### config.mk
export PLATFORM = sky130hd
export DESIGN_NAME = branch_unit
export DESIGN_NICKNAME = d
export VERILOG_FILES = /design/src/rtl/branch_unit.sv
export SDC_FILE = /design/constraint.sdc
export NUM_CORES = 1
export LEC_CHECK = 0
export BUFFER_PORTS_ARGS = -buffer_cell sky130_fd_sc_hd__buf_2
export CAP_MARGIN = 10
export CORE_ASPECT_RATIO = 1.25
export CORE_MARGIN = 1
export CORE_UTILIZATION = 53
export CTS_BUF_LIST = sky130_fd_sc_hd__clkbuf_2
export CTS_CLUSTER_SIZE = 12
export DETAILED_ROUTE_END_ITERATION = 8
export PLACE_DENSITY = 0.83
export SLEW_MARGIN = 25
export SYNTH_ARGS = -nofsm -noshare
export SYNTH_HDL_FRONTEND = slang
export SYNTH_SLANG_ARGS = --single-unit
### constraint.sdc
create_clock -name clk -period 4.2 [get_ports clk]
set_input_delay 0.21 -clock clk [delete_from_list [all_inputs] [get_ports clk]]
set_output_delay 0.21 -clock clk [all_outputs]
set_load 0.005 [all_outputs]
### src/rtl/branch_unit.sv
// Execute-stage branch resolution with a 2-bit-counter branch history table
// and saturating branch/mispredict statistics.
module branch_unit #(
    parameter int unsigned XLEN    = 32,
    parameter int unsigned BHT_IDX = 4,
    parameter int unsigned CNT_W   = 16
) (
    input  logic             clk,
    input  logic             rst_n,
    input  logic [XLEN-1:0]  f_pc,
    output logic             f_pred_taken,
    input  logic             ex_valid,
    input  logic [2:0]       ex_branch,
    input  logic [XLEN-1:0]  ex_rs1,
    input  logic [XLEN-1:0]  ex_rs2,
    input  logic [XLEN-1:0]  ex_pc,
    input  logic [XLEN-1:0]  ex_imm,
    input  logic             ex_pred_taken,
    output logic             br_valid,
    output logic             br_taken,
    output logic             br_mispredict,
    output logic [XLEN-1:0]  br_redirect,
    output logic [CNT_W-1:0] stat_branches,
    output logic [CNT_W-1:0] stat_mispredicts
);

    localparam int unsigned BHT_N = 1 << BHT_IDX;

    localparam logic [2:0] OP_BEQ  = 3'b000;
    localparam logic [2:0] OP_BNE  = 3'b001;
    localparam logic [2:0] OP_BLT  = 3'b010;
    localparam logic [2:0] OP_BGE  = 3'b011;
    localparam logic [2:0] OP_BLTU = 3'b100;
    localparam logic [2:0] OP_BGEU = 3'b101;

    logic [1:0]         bht_q [BHT_N];
    logic [1:0]         bht_d [BHT_N];
    logic               br_valid_q, br_valid_d;
    logic               br_taken_q, br_taken_d;
    logic               br_misp_q, br_misp_d;
    logic [XLEN-1:0]    br_redirect_q, br_redirect_d;
    logic [CNT_W-1:0]   stat_br_q, stat_br_d;
    logic [CNT_W-1:0]   stat_misp_q, stat_misp_d;

    logic               op_ok;
    logic               cond;
    logic               accept;
    logic               misp;
    logic [BHT_IDX-1:0] ex_idx;
    logic [BHT_IDX-1:0] f_idx;
    logic [1:0]         cnt_cur;
    logic [XLEN-1:0]    redirect;
    logic               unused_fpc;

    assign f_idx        = f_pc[BHT_IDX+1:2];
    assign ex_idx       = ex_pc[BHT_IDX+1:2];
    assign f_pred_taken = bht_q[f_idx][1];
    assign unused_fpc   = ^{f_pc[XLEN-1:BHT_IDX+2], f_pc[1:0]};

    // Branch condition decode; reserved and no-branch codes are not accepted
    always_comb begin
        op_ok = 1'b1;
        cond  = 1'b0;
        case (ex_branch)
            OP_BEQ:  cond = (ex_rs1 == ex_rs2);
            OP_BNE:  cond = (ex_rs1 != ex_rs2);
            OP_BLT:  cond = ($signed(ex_rs1) <  $signed(ex_rs2));
            OP_BGE:  cond = ($signed(ex_rs1) >= $signed(ex_rs2));
            OP_BLTU: cond = (ex_rs1 <  ex_rs2);
            OP_BGEU: cond = (ex_rs1 >= ex_rs2);
            default: op_ok = 1'b0;
        endcase
    end

    assign accept   = ex_valid & op_ok;
    assign misp     = cond ^ ex_pred_taken;
    assign redirect = ex_pc + (cond ? ex_imm : XLEN'(4));
    assign cnt_cur  = bht_q[ex_idx];

    // Next-state for results, statistics and the predictor table
    always_comb begin
        bht_d         = bht_q;
        br_valid_d    = accept;
        br_taken_d    = accept & cond;
        br_misp_d     = accept & misp;
        br_redirect_d = br_redirect_q;
        stat_br_d     = stat_br_q;
        stat_misp_d   = stat_misp_q;
        if (accept) begin
            br_redirect_d = redirect;
            if (stat_br_q != {CNT_W{1'b1}}) begin
                stat_br_d = stat_br_q + CNT_W'(1);
            end
            if (misp && (stat_misp_q != {CNT_W{1'b1}})) begin
                stat_misp_d = stat_misp_q + CNT_W'(1);
            end
            if (cond && (cnt_cur != 2'b11)) begin
                bht_d[ex_idx] = cnt_cur + 2'd1;
            end else if (!cond && (cnt_cur != 2'b00)) begin
                bht_d[ex_idx] = cnt_cur - 2'd1;
            end
        end
    end

    always_ff @(posedge clk or negedge rst_n) begin
        if (!rst_n) begin
            for (int i = 0; i < int'(BHT_N); i++) begin
                bht_q[i] <= 2'b01;
            end
            br_valid_q    <= 1'b0;
            br_taken_q    <= 1'b0;
            br_misp_q     <= 1'b0;
            br_redirect_q <= '0;
            stat_br_q     <= '0;
            stat_misp_q   <= '0;
        end else begin
            bht_q         <= bht_d;
            br_valid_q    <= br_valid_d;
            br_taken_q    <= br_taken_d;
            br_misp_q     <= br_misp_d;
            br_redirect_q <= br_redirect_d;
            stat_br_q     <= stat_br_d;
            stat_misp_q   <= stat_misp_d;
        end
    end

    assign br_valid         = br_valid_q;
    assign br_taken         = br_taken_q;
    assign br_mispredict    = br_misp_q;
    assign br_redirect      = br_redirect_q;
    assign stat_branches    = stat_br_q;
    assign stat_mispredicts = stat_misp_q;

endmodule

# Yosys cells after proc, flatten, opt, wreduce, memory -nomap -nowiden

Index checks and enable logic that the tools add are counted.

Bits in latches: 0
Output and inout port bits: 68
Input port bits: 167
ROM bits: 0
Memory bits (writable): 0
Register bits after elaboration: 99
Memories: 0

Eq/ne operators: 10
Divide/modulo/power cells: 0
Multiply operators: 0
Muxes and demuxes: 15
Magnitude comparators: 7
Shift operators: 0
Bitwise logic cells: 6
$add $sub $neg: 5
Reduce and logical (&&, ||, !) cells: 12

Operator list:

| cell                                                       | count |
|---|---|
| two-way mux 32 bit                                         | 3 |
| bitwise mux 32 bit                                         | 2 |
| greater-or-equal comparator 32 bit                         | 2 |
| less-than comparator 32 bit                                | 2 |
| adder 16 x 1 -> 16 bit, second input constant              | 2 |
| adder 32 bit                                               | 1 |
| == test 32 bit                                             | 1 |
| != test 16 bit, second input constant                      | 2 |
| != test 32 bit                                             | 1 |
| binary-select mux 2 bit (select 4 bit)                     | 2 |
| greater-or-equal comparator 5 bit, second input constant   | 2 |
| two-way mux 2 bit                                          | 5 |
| NOT 4 -> 5 bit                                             | 2 |
| demux 2 bit (select 4 bit)                                 | 1 |
| == test 3 x 2 -> 1 bit, second input constant              | 2 |
| == test 3 bit, second input constant                       | 2 |
| one-hot mux 1 bit (6 select lines)                         | 1 |
| AND reduction 2 bit                                        | 3 |
| OR reduction 6 bit                                         | 1 |
| less-than comparator 5 x 1 -> 1 bit, second input constant | 1 |
| logical AND 1 bit                                          | 4 |
| nonzero test 2 bit                                         | 2 |
| bitwise AND 1 bit                                          | 3 |
| == test 3 x 1 -> 1 bit, second input constant              | 1 |
| 7 further kinds                                            | 7 |

# Logic depth before layout (Yosys ltp)

Gate-level depths: netlist (run 1).

Word-level depth: 8
Gate-level depth with buffers: 25

# Worst setup path after synthesis (run 1)

OpenSTA, ideal clock, no wires.

Path type: input to register
Start point: in ex_rs2[31]
End point: reg br_redirect_q[31], in the netlist br_redirect[31]
Required time: 4.069 ns
Data arrival time: 5.226 ns
Setup slack: -1.157 ns
Buffers on the path: 2
Stages: 24
Cells stage by stage: inv_1 ha_1 a21oi_2 o21ai_2 a2111oi_4 a31oi_2 or4b_1 a32o_1 and4_4 buf_4 clkbuf_1 nand2_1 inv_1 ha_1 a211oi_1 nor2_1 o311ai_0 a21oi_1 a41oi_1 inv_1 o41ai_1 o21ai_0 and3_1 or3_1

Word-level cells in the longest chain between the ends: 4
Elaborated cells on any way between the ends: 9

RTL lines:

| item                                                       | line | source |
|---|---|---|
| start, declared                                            | 15   | `input logic [XLEN-1:0] ex_rs2,` |
| greater-or-equal comparator 32 bit (tied with other cells) | 70   | `OP_BGEU: cond = (ex_rs1 >= ex_rs2);` |
| one-hot mux 1 bit (6 select lines) (*)                     | 64   | `case (ex_branch)` |
| two-way mux 32 bit (*)                                     | 77   | `assign redirect = ex_pc + (cond ? ex_imm : XLEN'(4));` |
| adder 32 bit (*)                                           | 77   |  |
| end signal, assigned                                       | 121  | `br_redirect_q <= br_redirect_d;` |
| end, declared                                              | 41   | `logic [XLEN-1:0] br_redirect_q, br_redirect_d;` |

Every way passes the cells marked *; elsewhere a longest branch is shown, timed or not.
A chain may end at the register's enable or synchronous reset.

# Worst setup path in the final report (run 1)

Start point: in ex_rs2[23]
End point: reg br_redirect_q[31], in the netlist br_redirect[31]

The elaborated chain is that of the path after synthesis.

==> out/qor.tcl, run 1 <==
set qor(outcome) {finished clean}
set qor(rsz0062_at_grt) {true}
set qor(timing.critical_path.required_ns) 4.72
set qor(timing.critical_path.from_type) {primary input}
set qor(relSlewSlack) 0.429
set qor(clk_slew_on_worst_s_h_paths_ns) 0.28
set qor(topRoutingLayerUsed) {met4}
set qor(worst-r2r-setup-slack_ns) 1.22
set qor(routed-wl-met2_um) 10100
set qor(detail_route.wirelength_um) 19200
set qor(wl_met1_um) 7720
set qor(post_synth_instance_area_um2) 7100
set qor(clock_skew_ns) 0.0477
set qor(finalSetupTns_ns) 0
set qor(routed-wl-met3_um) 1080
set qor(grt_pass1_vias) 6825
set qor(route.antenna.remaining_nets) 0
set qor(clk_latency_ns) 0.59
set qor(place_worst_setup_slack_ns) -0.831
set qor(clock-sinks) 99
set qor(fp.dieH_um) 131
set qor(synth-seq-area-share) 0.352
set qor(detailedPlacementHpwl_um) 14200
set qor(seqCellArea_um2) 2500
set qor(count_of_flip_flops_with_a_built_in_enable_after_synthesis) 0
set qor(final.setup.worst_slack_ns) 0.0431
set qor(critical_path.startpoint) {ex_rs2[23]}
set qor(synthesis.instances) 736
set qor(rr_startpoint) {bht_q[3]}
set qor(cts.htree.levels) 3
set qor(overall_overflow_remaining_after_global_route) 0
set qor(dr.first_iter.drc_count) 359
set qor(final_cell_mix) {sky130_fd_sc_hd__buf_2, sky130_fd_sc_hd__buf_4, sky130_fd_sc_hd__dfrtp_1, sky130_fd_sc_hd__nand2_1, sky130_fd_sc_hd__ha_1}
set qor(wire_length_of_the_first_global_routing_pass_um) 30600
set qor(drv_cap) 0
set qor(vias_post_dr) 6776
set qor(io_buffer_count) 206
set qor(postPlaceCellArea_um2) 9260
set qor(timing.critical_path.fanout_max) 7
set qor(fin_nets) 1269
set qor(cts-buffers-inserted) 9
set qor(stdcell_area_um2) 9810
set qor(fp-row-count) 46
set qor(worst_path_arrival_ns) 4.68
set qor(pwr-share-clk) 0.134
set qor(post-layout-total-power_mw) 3.54
set qor(postLayoutCoreUtil) 0.761
set qor(postSynth.topFlopCell) {sky130_fd_sc_hd__dfrtp_1}
set qor(multi_input_logic_area_um2) 4910
set qor(drive_above_1_share) 0.468
set qor(pwr_density_cell_nw_per_um2) 360
set qor(timing.critical_path.buf_inv) 3
set qor(post_synth_net_total) 971
set qor(hold-worst-slack_ns) 0.0285
set qor(ctsRootBufferMaster) {sky130_fd_sc_hd__clkbuf_2}
set qor(initial_core_util) 0.551
set qor(mostFrequentLayoutCell) {sky130_fd_sc_hd__buf_2}
set qor(tightest_slew_ns) 0.857
set qor(drtPass1Iterations) 4
set qor(post-route-drc-count) 0
set qor(ctsLongestPathBuffers) 2
set qor(design.die.area_um2) 13900
set qor(num_io_pins) 235
set qor(achievable-frequency_mhz) 241
set qor(core_um2) 12900
set qor(post_synth_num_cell_types) 64
set qor(number_of_antenna_violations_at_the_first_check_in_global_routing) 1
set qor(synth_warnings) 0
set qor(min_path_type) {in -> reg}
set qor(area_added_between_synthesis_and_finish_pct) 38.2
set qor(pwr-share-seq) 0.423
set qor(post-route-period-util) 0.990
set qor(mean_number_of_vias_per_cell) 5.61
set qor(routabilityCongestion) 0.875
set qor(final_critical_period_ns) 4.16
set qor(critPathTopFamily) {simple AND/OR/NAND/NOR gates}
set qor(max_stage_delay_ns) 0.56
set qor(critical_path.slowest_cell) {sky130_fd_sc_hd__or4_4}
set qor(proportion_of_power_drawn_by_combinational_gates) 0.444
set qor(finalHoldViolations) 0
set qor(post_drt_wl_per_cell_um) 15.9
set qor(asyncSetResetFlopFracSynth) 1.00
set qor(vdd_ir_drop_max_mv) 0.200
set qor(timing.hold.worst.start) {ex_pc[28]}
set qor(cts_tree) {built}
set qor(power_leakage_nw) 4.90
set qor(cell_chain_of_the_critical_path) {buf_2 -> inv_2 -> ha_4 -> nand4_1 -> or4_4 -> and2b_1 -> a31oi_4 -> or4b_1 -> a32o_2 -> and4_4 -> and2_4 -> ha_4 -> a21o_1 -> or3_1 -> a221oi_2 -> a21oi_2 -> a41oi_2 -> inv_1 -> o41ai_2 -> o21ai_1 -> and3_1 -> or3_1}
set qor(synth_area_per_cell_um2) 9.65
set qor(switching_power_mw) 1.25
set qor(worst_setup_path_end_kind) {flop}
set qor(grt_use_total) 0.271
set qor(instances_no_fill) 1208
set qor(switching_fraction_of_total_power) 0.355
set qor(fillerInstances) 890
set qor(report.final.setup_viol) 0
set qor(maximum_number_of_pins_on_one_net_before_global_route_repair) 73
set qor(setup.worst_path.class) {in -> reg}
set qor(placedCellCount) 1175
set qor(intPower_mw) 2.28
set qor(synth_seq_cells) 99
set qor(number_of_slew_limit_violations_in_the_final_report) 0
set qor(die_width_um) 106
[power groups by stage]
stage,logic [mW],clock network (mW),registers (mW)
floorplan,0.917,0,1.47
global placement,1.43,0,1.49
detailed placement,1.48,0,1.51
CTS,1.52,0.490,1.49
global route,1.72,0.522,1.54
finish,1.57,0.473,1.49
[cell families after synthesis]
logic type | after synthesis | synth area share
flip-flops | 99 | 0.352
buffers and inverters | 74 | 0.0398
AO/OA/AOI/OAI | 151 | 0.134
adder cells (fa/ha/maj) | 68 | 0.121
multiplexers | 54 | 0.111
XOR/XNOR | 54 | 0.0666
AND/OR/NAND/NOR | 236 | 0.176
[layer usage]
layer,up-vias,GRT usage
met5,-,0
met4,0,0.0841
met3,31,0.0397
met2,238,0.500
met1,3245,0.320
li1,3262,-
[synthesized netlist by cell type, drive strengths merged, types with 2 or more instances]
cell	count	share of area
clkbuf	16	0.0085
a21o	15	0.016
a221oi	2	0.0025
xor2	30	0.037
a31oi	6	0.0062
o21a	9	0.0095
buf	7	0.0044
ha	67	0.12
nand2b	9	0.0079
dfrtp	83	0.29
nor3	16	0.011
nand4	22	0.019
and2	30	0.026
dfstp	16	0.059
and3	6	0.0053
mux4	14	0.044
nand2	66	0.035
nor2	25	0.013
a2111oi	3	0.0063
a211oi	3	0.0032
nor4	9	0.0079
nand3	23	0.016
o21ai	49	0.035
and4b	3	0.0042
or4	7	0.0090
nor2b	8	0.0070
o211ai	2	0.0021
and4	4	0.0053
o21bai	6	0.0063
mux2i	2	0.0033
or3	2	0.0018
mux2	38	0.063
a21oi	41	0.029
xnor2	24	0.030
o31a	2	0.0025
or2	2	0.0018
inv	51	0.027
o31ai	4	0.0042
[path summary, 6_finish.rpt]
kind,end,cells after the start
max in group asynchronous,asynchronous set/reset pin,3
worst min register to register,br_redirect[1],2
min in group asynchronous,br_redirect[9],2
worst max-delay path,br_redirect[31],22
worst min-delay path,br_redirect[28],4
worst max register to register,bht_q[9],6
[layout make-up]
cell class | instances | share of cell area
Antenna cell | 1 | 0.000255
Clock buffer | 11 | 0.00561
Clock inverter | 5 | 0.00625
Inverter | 51 | 0.0210
Multi-Input combinational cell | 565 | 0.500
Sequential cell | 99 | 0.254
Tap cell | 168 | 0.0214
Timing Repair Buffer | 308 | 0.191
[worst min-delay path, cell delays in order]
cell	delay, ns
sky130_fd_sc_hd__buf_2	0.08
sky130_fd_sc_hd__ha_1	0.15
sky130_fd_sc_hd__xnor2_1	0.13
sky130_fd_sc_hd__o21ai_1	0.06
[timing repair]
item                                   4_1_cts  5_1_grt
setup endpoints to repair                    4       12
resized for setup                           19       36
endpoints found under the hold margin       67        0
pin swaps                                   17       15
hold buffers                                 3        0
gates cloned                                 2        0
buffers inserted                             1       10
Note: power is estimated with default switching activity, not from simulation.
==> run 2: changes to the inputs <==
Clock period 4.2 ns to 4 ns, I/O delays scaled along.
==> run 2 against run 1 <==
Effect of this change: the run now ends with negative setup slack left; sequential power rose by 5%; clock-buffer cell count unchanged; largest power group unchanged; final area grew 0.92%; total power up 9.2%; sequential share of layout area decreased by 0.23 points; non-clock buffer count increased by 4; critical path type unchanged; via count rose by 0.56%; largest cell class unchanged.
==> out/qor.tcl, run 2 (same netlist as run 1, synthesis figures left out) <==
set qor(postLayoutCoreUtil) 0.768
set qor(io_buffer_count) 206
set qor(hold-worst-slack_ns) 0.0601
set qor(intPower_mw) 2.52
set qor(critical_path.slowest_cell) {sky130_fd_sc_hd__or4b_1}
set qor(max_stage_delay_ns) 0.50
set qor(setup.worst_path.class) {in -> reg}
set qor(achievable-frequency_mhz) 237
set qor(grt_use_total) 0.288
set qor(finalHoldViolations) 0
set qor(post-route-drc-count) 0
set qor(cts-buffers-inserted) 9
set qor(fin_nets) 1273
set qor(power_leakage_nw) 4.92
set qor(worst_setup_path_end_kind) {flop}
set qor(pwr-share-clk) 0.159
set qor(wire_length_of_the_first_global_routing_pass_um) 32300
set qor(min_path_type) {in -> reg}
set qor(fillerInstances) 871
set qor(pwr-share-seq) 0.408
set qor(ctsRootBufferMaster) {sky130_fd_sc_hd__clkbuf_2}
set qor(worst-r2r-setup-slack_ns) 0.98
set qor(timing.critical_path.required_ns) 4.50
set qor(drtPass1Iterations) 5
set qor(post_drt_wl_per_cell_um) 16.7
set qor(rsz0062_at_grt) {true}
set qor(mean_number_of_vias_per_cell) 5.63
set qor(detail_route.wirelength_um) 20200
set qor(critPathTopFamily) {compound AO/OA/AOI/OAI gates}
set qor(dr.first_iter.drc_count) 428
set qor(clock_skew_ns) 0.0303
set qor(maximum_number_of_pins_on_one_net_before_global_route_repair) 76
set qor(timing.critical_path.from_type) {primary input}
set qor(initial_core_util) 0.551
set qor(switching_power_mw) 1.34
set qor(timing.critical_path.fanout_max) 6
set qor(outcome) {complete, but fails checks}
set qor(overall_overflow_remaining_after_global_route) 0
set qor(antenna_diodes) 0
set qor(number_of_antenna_violations_at_the_first_check_in_global_routing) 0
set qor(clock-sinks) 99
set qor(finalSetupTns_ns) -1.71
set qor(switching_fraction_of_total_power) 0.347
set qor(post-layout-total-power_mw) 3.86
set qor(fp.dieH_um) 131
set qor(core_um2) 12900
set qor(num_io_pins) 235
set qor(area_added_between_synthesis_and_finish_pct) 39.5
set qor(report.final.setup_viol) 13
set qor(routabilityCongestion) 0.863
set qor(post-route-period-util) 1.05
set qor(timing.critical_path.depth) 25
set qor(crit_path_frequent_cell) {sky130_fd_sc_hd__o21a_1}
set qor(number_of_slew_limit_violations_in_the_final_report) 0
set qor(grt_pass1_vias) 7155
set qor(worst_path_arrival_ns) 4.72
set qor(relSlewSlack) 0.432
set qor(cts.htree.levels) 3
set qor(cts_tree) {built}
set qor(final_cell_mix) {sky130_fd_sc_hd__buf_2, sky130_fd_sc_hd__buf_4, sky130_fd_sc_hd__dfrtp_1, sky130_fd_sc_hd__nand2_1, sky130_fd_sc_hd__ha_1}
set qor(hold-path-cell-count) 4
set qor(final.setup.worst_slack_ns) -0.220
set qor(mostFrequentLayoutCell) {sky130_fd_sc_hd__buf_2}
set qor(vias_post_dr) 6814
set qor(proportion_of_power_drawn_by_combinational_gates) 0.433
set qor(clk_slew_on_worst_s_h_paths_ns) 0.28
set qor(route.antenna.remaining_nets) 0
set qor(pwr_density_cell_nw_per_um2) 390
set qor(design.die.area_um2) 13900
set qor(final_critical_period_ns) 4.22
set qor(violations) {negative setup slack}
set qor(die_width_um) 106
set qor(detailedPlacementHpwl_um) 14400
set qor(drv_cap) 0
set qor(drive_above_1_share) 0.473
set qor(timing.critical_path.buf_inv) 4
set qor(clk_latency_ns) 0.59
set qor(ctsLongestPathBuffers) 2
set qor(fp-row-count) 46
set qor(timing.reg2reg.worst_path_depth) 7
set qor(vdd_ir_drop_max_mv) 0.222
set qor(tightest_slew_ns) 0.831
## run 2: cell types whose count changed in the layout (fill, tap and decap cells not counted), sizes merged
| cell | before | now |
|---|---|---|
| buf | 305 | 308 |
| clkbuf | 11 | 12 |
| inv | 53 | 51 |
| bufinv | 1 | 3 |
| diode | 1 | 0 |
## run 2: worst reg2reg max path, stage by stage (launching register included)
cell and delay (ns):
sky130_fd_sc_hd__dfrtp_1 0.45, sky130_fd_sc_hd__mux4_2 0.48, sky130_fd_sc_hd__mux4_2 0.50, sky130_fd_sc_hd__ha_1 0.24, sky130_fd_sc_hd__mux2_4 0.32, sky130_fd_sc_hd__nor4_1 0.47
sky130_fd_sc_hd__buf_4 0.20, sky130_fd_sc_hd__mux2_2 0.33
## run 2: repair_timing
item	in CTS	in global routing
hold endpoints to repair	72	0
setup buffers	6	3
cloned	2	0
resized for setup	38	24
setup endpoints to repair	9	18
pin swaps	25	14
hold buffers	3	0
## run 2: path summary, 6_finish.rpt
path                            startpoint                          to
setup reg to reg                  bht_q[1]                        flop
hold / removal                  ex_imm[31]             br_redirect[31]
min in group asynchronous            rst_n             br_redirect[12]
hold reg to reg            br_redirect[25]             br_redirect[25]
max in group asynchronous            rst_n  asynchronous set/reset pin
setup / recovery                ex_rs2[27]             br_redirect[10]
## run 2: power groups by stage
stage          combinational [mW]  sequential (mW)  clock (mW)
3_5_place_dp                 1.57             1.59           0
3_3_place_gp                 1.52             1.56           0
4_1_cts                      1.64             1.57       0.628
6_report                     1.67             1.57       0.614
2_1_floorplan               0.969             1.55           0
5_1_grt                      1.83             1.62       0.663
## run 2: area by class of cell
cell class              count  area [um^2]  area share
clock buffers              11         55.1     0.00556
clock inverters             5          103      0.0104
inverters                  51          209      0.0211
multi-input cells         565         4930       0.498
flip-flops and latches     99         2500       0.252
well taps                 168          210      0.0212
repair buffers            312         1900       0.191
## run 2: through the flow
step / std cells / setup WS [ns] / cell area [um^2]
final: 1211 / -0.220 / 9900
after global routing: 1211 / -0.370 / 9900
after CTS: 1210 / -0.163 / 9770
after detailed placement: 1183 / -0.883 / 9320
after global placement: 1183 / -0.809 / 9320
after floorplan: 736 / -0.625 / 7470
## run 2: layer usage
layer / wire length, um / share of wire / up-vias / global-route usage
met4: 429 / 0.021 / 0 / 0.0988
met2: 10300 / 0.51 / 292 / 0.518
met1: 8070 / 0.40 / 3225 / 0.337
met5: 0 / 0 / - / 0
li1: - / - / 3254 / -
met3: 1370 / 0.068 / 43 / 0.0575
==> run 3: changes to the inputs <==
Settings changed: CORE_UTILIZATION 53 to 57, PLACE_DENSITY 0.83 to 0.89.
Clock period 4 ns to 5.4 ns, I/O delays scaled along.
==> run 3 against run 2 <==
Effect of this change: the run now ends clean; sequential power is 26% lower; clock-buffer cell count is 1 lower; global-route usage is 2.5 points lower; core utilization is 6.5 points lower; setup slack better by 0.64 ns; critical path depth is 2 lower; hold slack worse by 0.018 ns; final cell count is 7.5% lower; total power is 32% lower.
==> out/qor.tcl, run 3 (same netlist as run 1, synthesis figures left out) <==
set qor(overall_overflow_remaining_after_global_route) 0
set qor(timing.critical_path.fanout_max) 18
set qor(pwr-share-clk) 0.159
set qor(timing.reg2reg.worst_path_depth) 8
set qor(outcome) {finished clean}
set qor(drive_above_1_share) 0.334
set qor(clk_slew_on_worst_s_h_paths_ns) 0.23
set qor(wire_length_of_the_first_global_routing_pass_um) 27000
set qor(maximum_number_of_pins_on_one_net_before_global_route_repair) 68
set qor(route.antenna.remaining_nets) 0
set qor(grt_use_total) 0.263
set qor(post_cts.repair.setup_buffers) 0
set qor(vdd_ir_drop_max_mv) 0.135
set qor(worst_path_arrival_ns) 5.45
set qor(intPower_mw) 1.70
set qor(switching_power_mw) 0.910
set qor(die_width_um) 102
set qor(instances_no_fill) 1120
set qor(drtPass1Iterations) 7
set qor(mostFrequentLayoutCell) {sky130_fd_sc_hd__buf_2}
set qor(fillerInstances) 990
set qor(design.die.area_um2) 12900
set qor(dr.first_iter.drc_count) 295
set qor(clock-sinks) 99
set qor(hold-worst-slack_ns) 0.0419
set qor(hold-path-cell-count) 4
set qor(pwr-share-seq) 0.445
set qor(achievable-frequency_mhz) 201
set qor(core_um2) 12200
set qor(ctsRootBufferMaster) {sky130_fd_sc_hd__clkbuf_2}
set qor(post-route-period-util) 0.923
set qor(fin_nets) 1185
set qor(area_added_between_synthesis_and_finish_pct) 20.5
set qor(fp.dieH_um) 127
set qor(cts-buffers-inserted) 9
set qor(post-route-drc-count) 0
set qor(cts.htree.levels) 3
set qor(timing.critical_path.from_type) {primary input}
set qor(rsz0062_at_grt) {false}
set qor(stdcell_area_um2) 8560
set qor(grt_pass1_vias) 6090
set qor(postPlaceCellArea_um2) 8390
set qor(io_buffer_count) 206
set qor(fp-row-count) 45
set qor(number_of_antenna_violations_at_the_first_check_in_global_routing) 1
set qor(initial_core_util) 0.584
set qor(clock_skew_ns) 0.0345
set qor(post_drt_wl_per_cell_um) 14.8
set qor(place_worst_setup_slack_ns) -0.150
set qor(worst_setup_path_end_kind) {flop}
set qor(placedCellCount) 1101
set qor(final_cell_mix) {sky130_fd_sc_hd__buf_2, sky130_fd_sc_hd__dfrtp_1, sky130_fd_sc_hd__ha_1, sky130_fd_sc_hd__nand2_1, sky130_fd_sc_hd__inv_1}
set qor(drv_cap) 0
set qor(num_io_pins) 235
set qor(min_path_type) {in -> reg}
set qor(routabilityCongestion) 0.895
set qor(pwr_density_cell_nw_per_um2) 305
set qor(proportion_of_power_drawn_by_combinational_gates) 0.396
set qor(report.final.setup_viol) 0
set qor(timing.critical_path.required_ns) 5.87
set qor(clk_latency_ns) 0.58
set qor(detail_route.wirelength_um) 16600
set qor(mean_number_of_vias_per_cell) 5.62
set qor(final.setup.worst_slack_ns) 0.417
set qor(final_critical_period_ns) 4.98
set qor(post_cts_resize_count) 0
set qor(setup.worst_path.class) {in -> reg}
set qor(post-layout-total-power_mw) 2.61
set qor(relSlewSlack) 0.472
set qor(power_leakage_nw) 4.44
set qor(vias_post_dr) 6298
set qor(switching_fraction_of_total_power) 0.349
set qor(tightest_slew_ns) 0.785
set qor(number_of_slew_limit_violations_in_the_final_report) 0
set qor(finalHoldViolations) 0
set qor(ctsLongestPathBuffers) 2
set qor(detailedPlacementHpwl_um) 13100
set qor(cts_tree) {built}
-- run 3: cell count changes in the layout (fill, tap and decap cells not counted), sizes merged --
cell         delta
and4            -2
buf            -84
bufinv          -1
clkbuf          -2
clkinvlp        +1
diode           +1
dlygate4sd3     -1
inv             +1
-- run 3: worst max-delay path: stages --
cell and delay, ns:
sky130_fd_sc_hd__buf_2 0.10, sky130_fd_sc_hd__ha_1 0.37, sky130_fd_sc_hd__a21oi_2 0.17, sky130_fd_sc_hd__o21ai_2 0.09, sky130_fd_sc_hd__a2111oi_4 0.34, sky130_fd_sc_hd__a31oi_2 0.16, sky130_fd_sc_hd__or4b_1 0.53, sky130_fd_sc_hd__a32o_1 0.25
sky130_fd_sc_hd__and4_4 0.21, sky130_fd_sc_hd__buf_4 0.18, sky130_fd_sc_hd__and2_1 0.16, sky130_fd_sc_hd__ha_1 0.32, sky130_fd_sc_hd__o21ai_0 0.10, sky130_fd_sc_hd__nor2_1 0.12, sky130_fd_sc_hd__o311ai_1 0.38, sky130_fd_sc_hd__a21oi_1 0.18
sky130_fd_sc_hd__a41oi_1 0.39, sky130_fd_sc_hd__inv_1 0.07, sky130_fd_sc_hd__o41ai_1 0.24, sky130_fd_sc_hd__buf_4 0.17, sky130_fd_sc_hd__o21ai_0 0.13, sky130_fd_sc_hd__and3_1 0.17, sky130_fd_sc_hd__or3_1 0.36
-- run 3: layout make-up --
type                       count  area, um^2  area share
antenna                        1        2.50    0.000292
inverter                      51         191      0.0224
clock buffer                  10        50.0     0.00585
timing repair buffer         226        1190       0.139
tap                          164         205      0.0240
multi-input combinational    563        4330       0.506
sequential                    99        2500       0.292
clock inverter                 6        88.8      0.0104
-- run 3: power groups by stage --
stage / clock network, mW / logic (mW) / registers (mW)
floorplan: 0 / 0.678 / 1.15
CTS: 0.419 / 1.03 / 1.16
global route: 0.451 / 1.15 / 1.20
global placement: 0 / 0.984 / 1.16
finish: 0.414 / 1.03 / 1.16
detailed placement: 0 / 1.02 / 1.18
-- run 3: path summary, 6_finish.rpt --
check / startpoint / end / slack [ns]
min reg2reg: br_redirect[28] / br_redirect[28] / 0.51
max reg2reg: flop / bht_q[17] / 2.29
max in group asynchronous: rst_n / bht_q[31] / 4.10
min in group asynchronous: rst_n / stat_branches[4] / 0.16
max: ex_rs1[31] / br_redirect[31] / 0.42
min: ex_pc[0] / br_redirect[0] / 0.04
-- run 3: layer usage --
metal	vias to the layer above	routed length, um	track usage
met3	39	826	0.0457
li1	3080	-	-
met1	2950	6780	0.307
met2	229	8540	0.471
met4	0	454	0.105
met5	-	0	0
-- run 3: per-stage QoR --
step / utilization / setup TNS [ns]
floorplan: - / 0
global placement: 0.690 / -0.0227
detailed placement: 0.690 / -0.150
CTS: 0.703 / 0
global route: 0.703 / 0
finish: 0.703 / 0
-- run 3: repair_timing --
item / in CTS / in global routing
hold buffers: 2 / 0
endpoints found under the setup margin: 0 / 0
endpoints found under the hold margin: 44 / 0
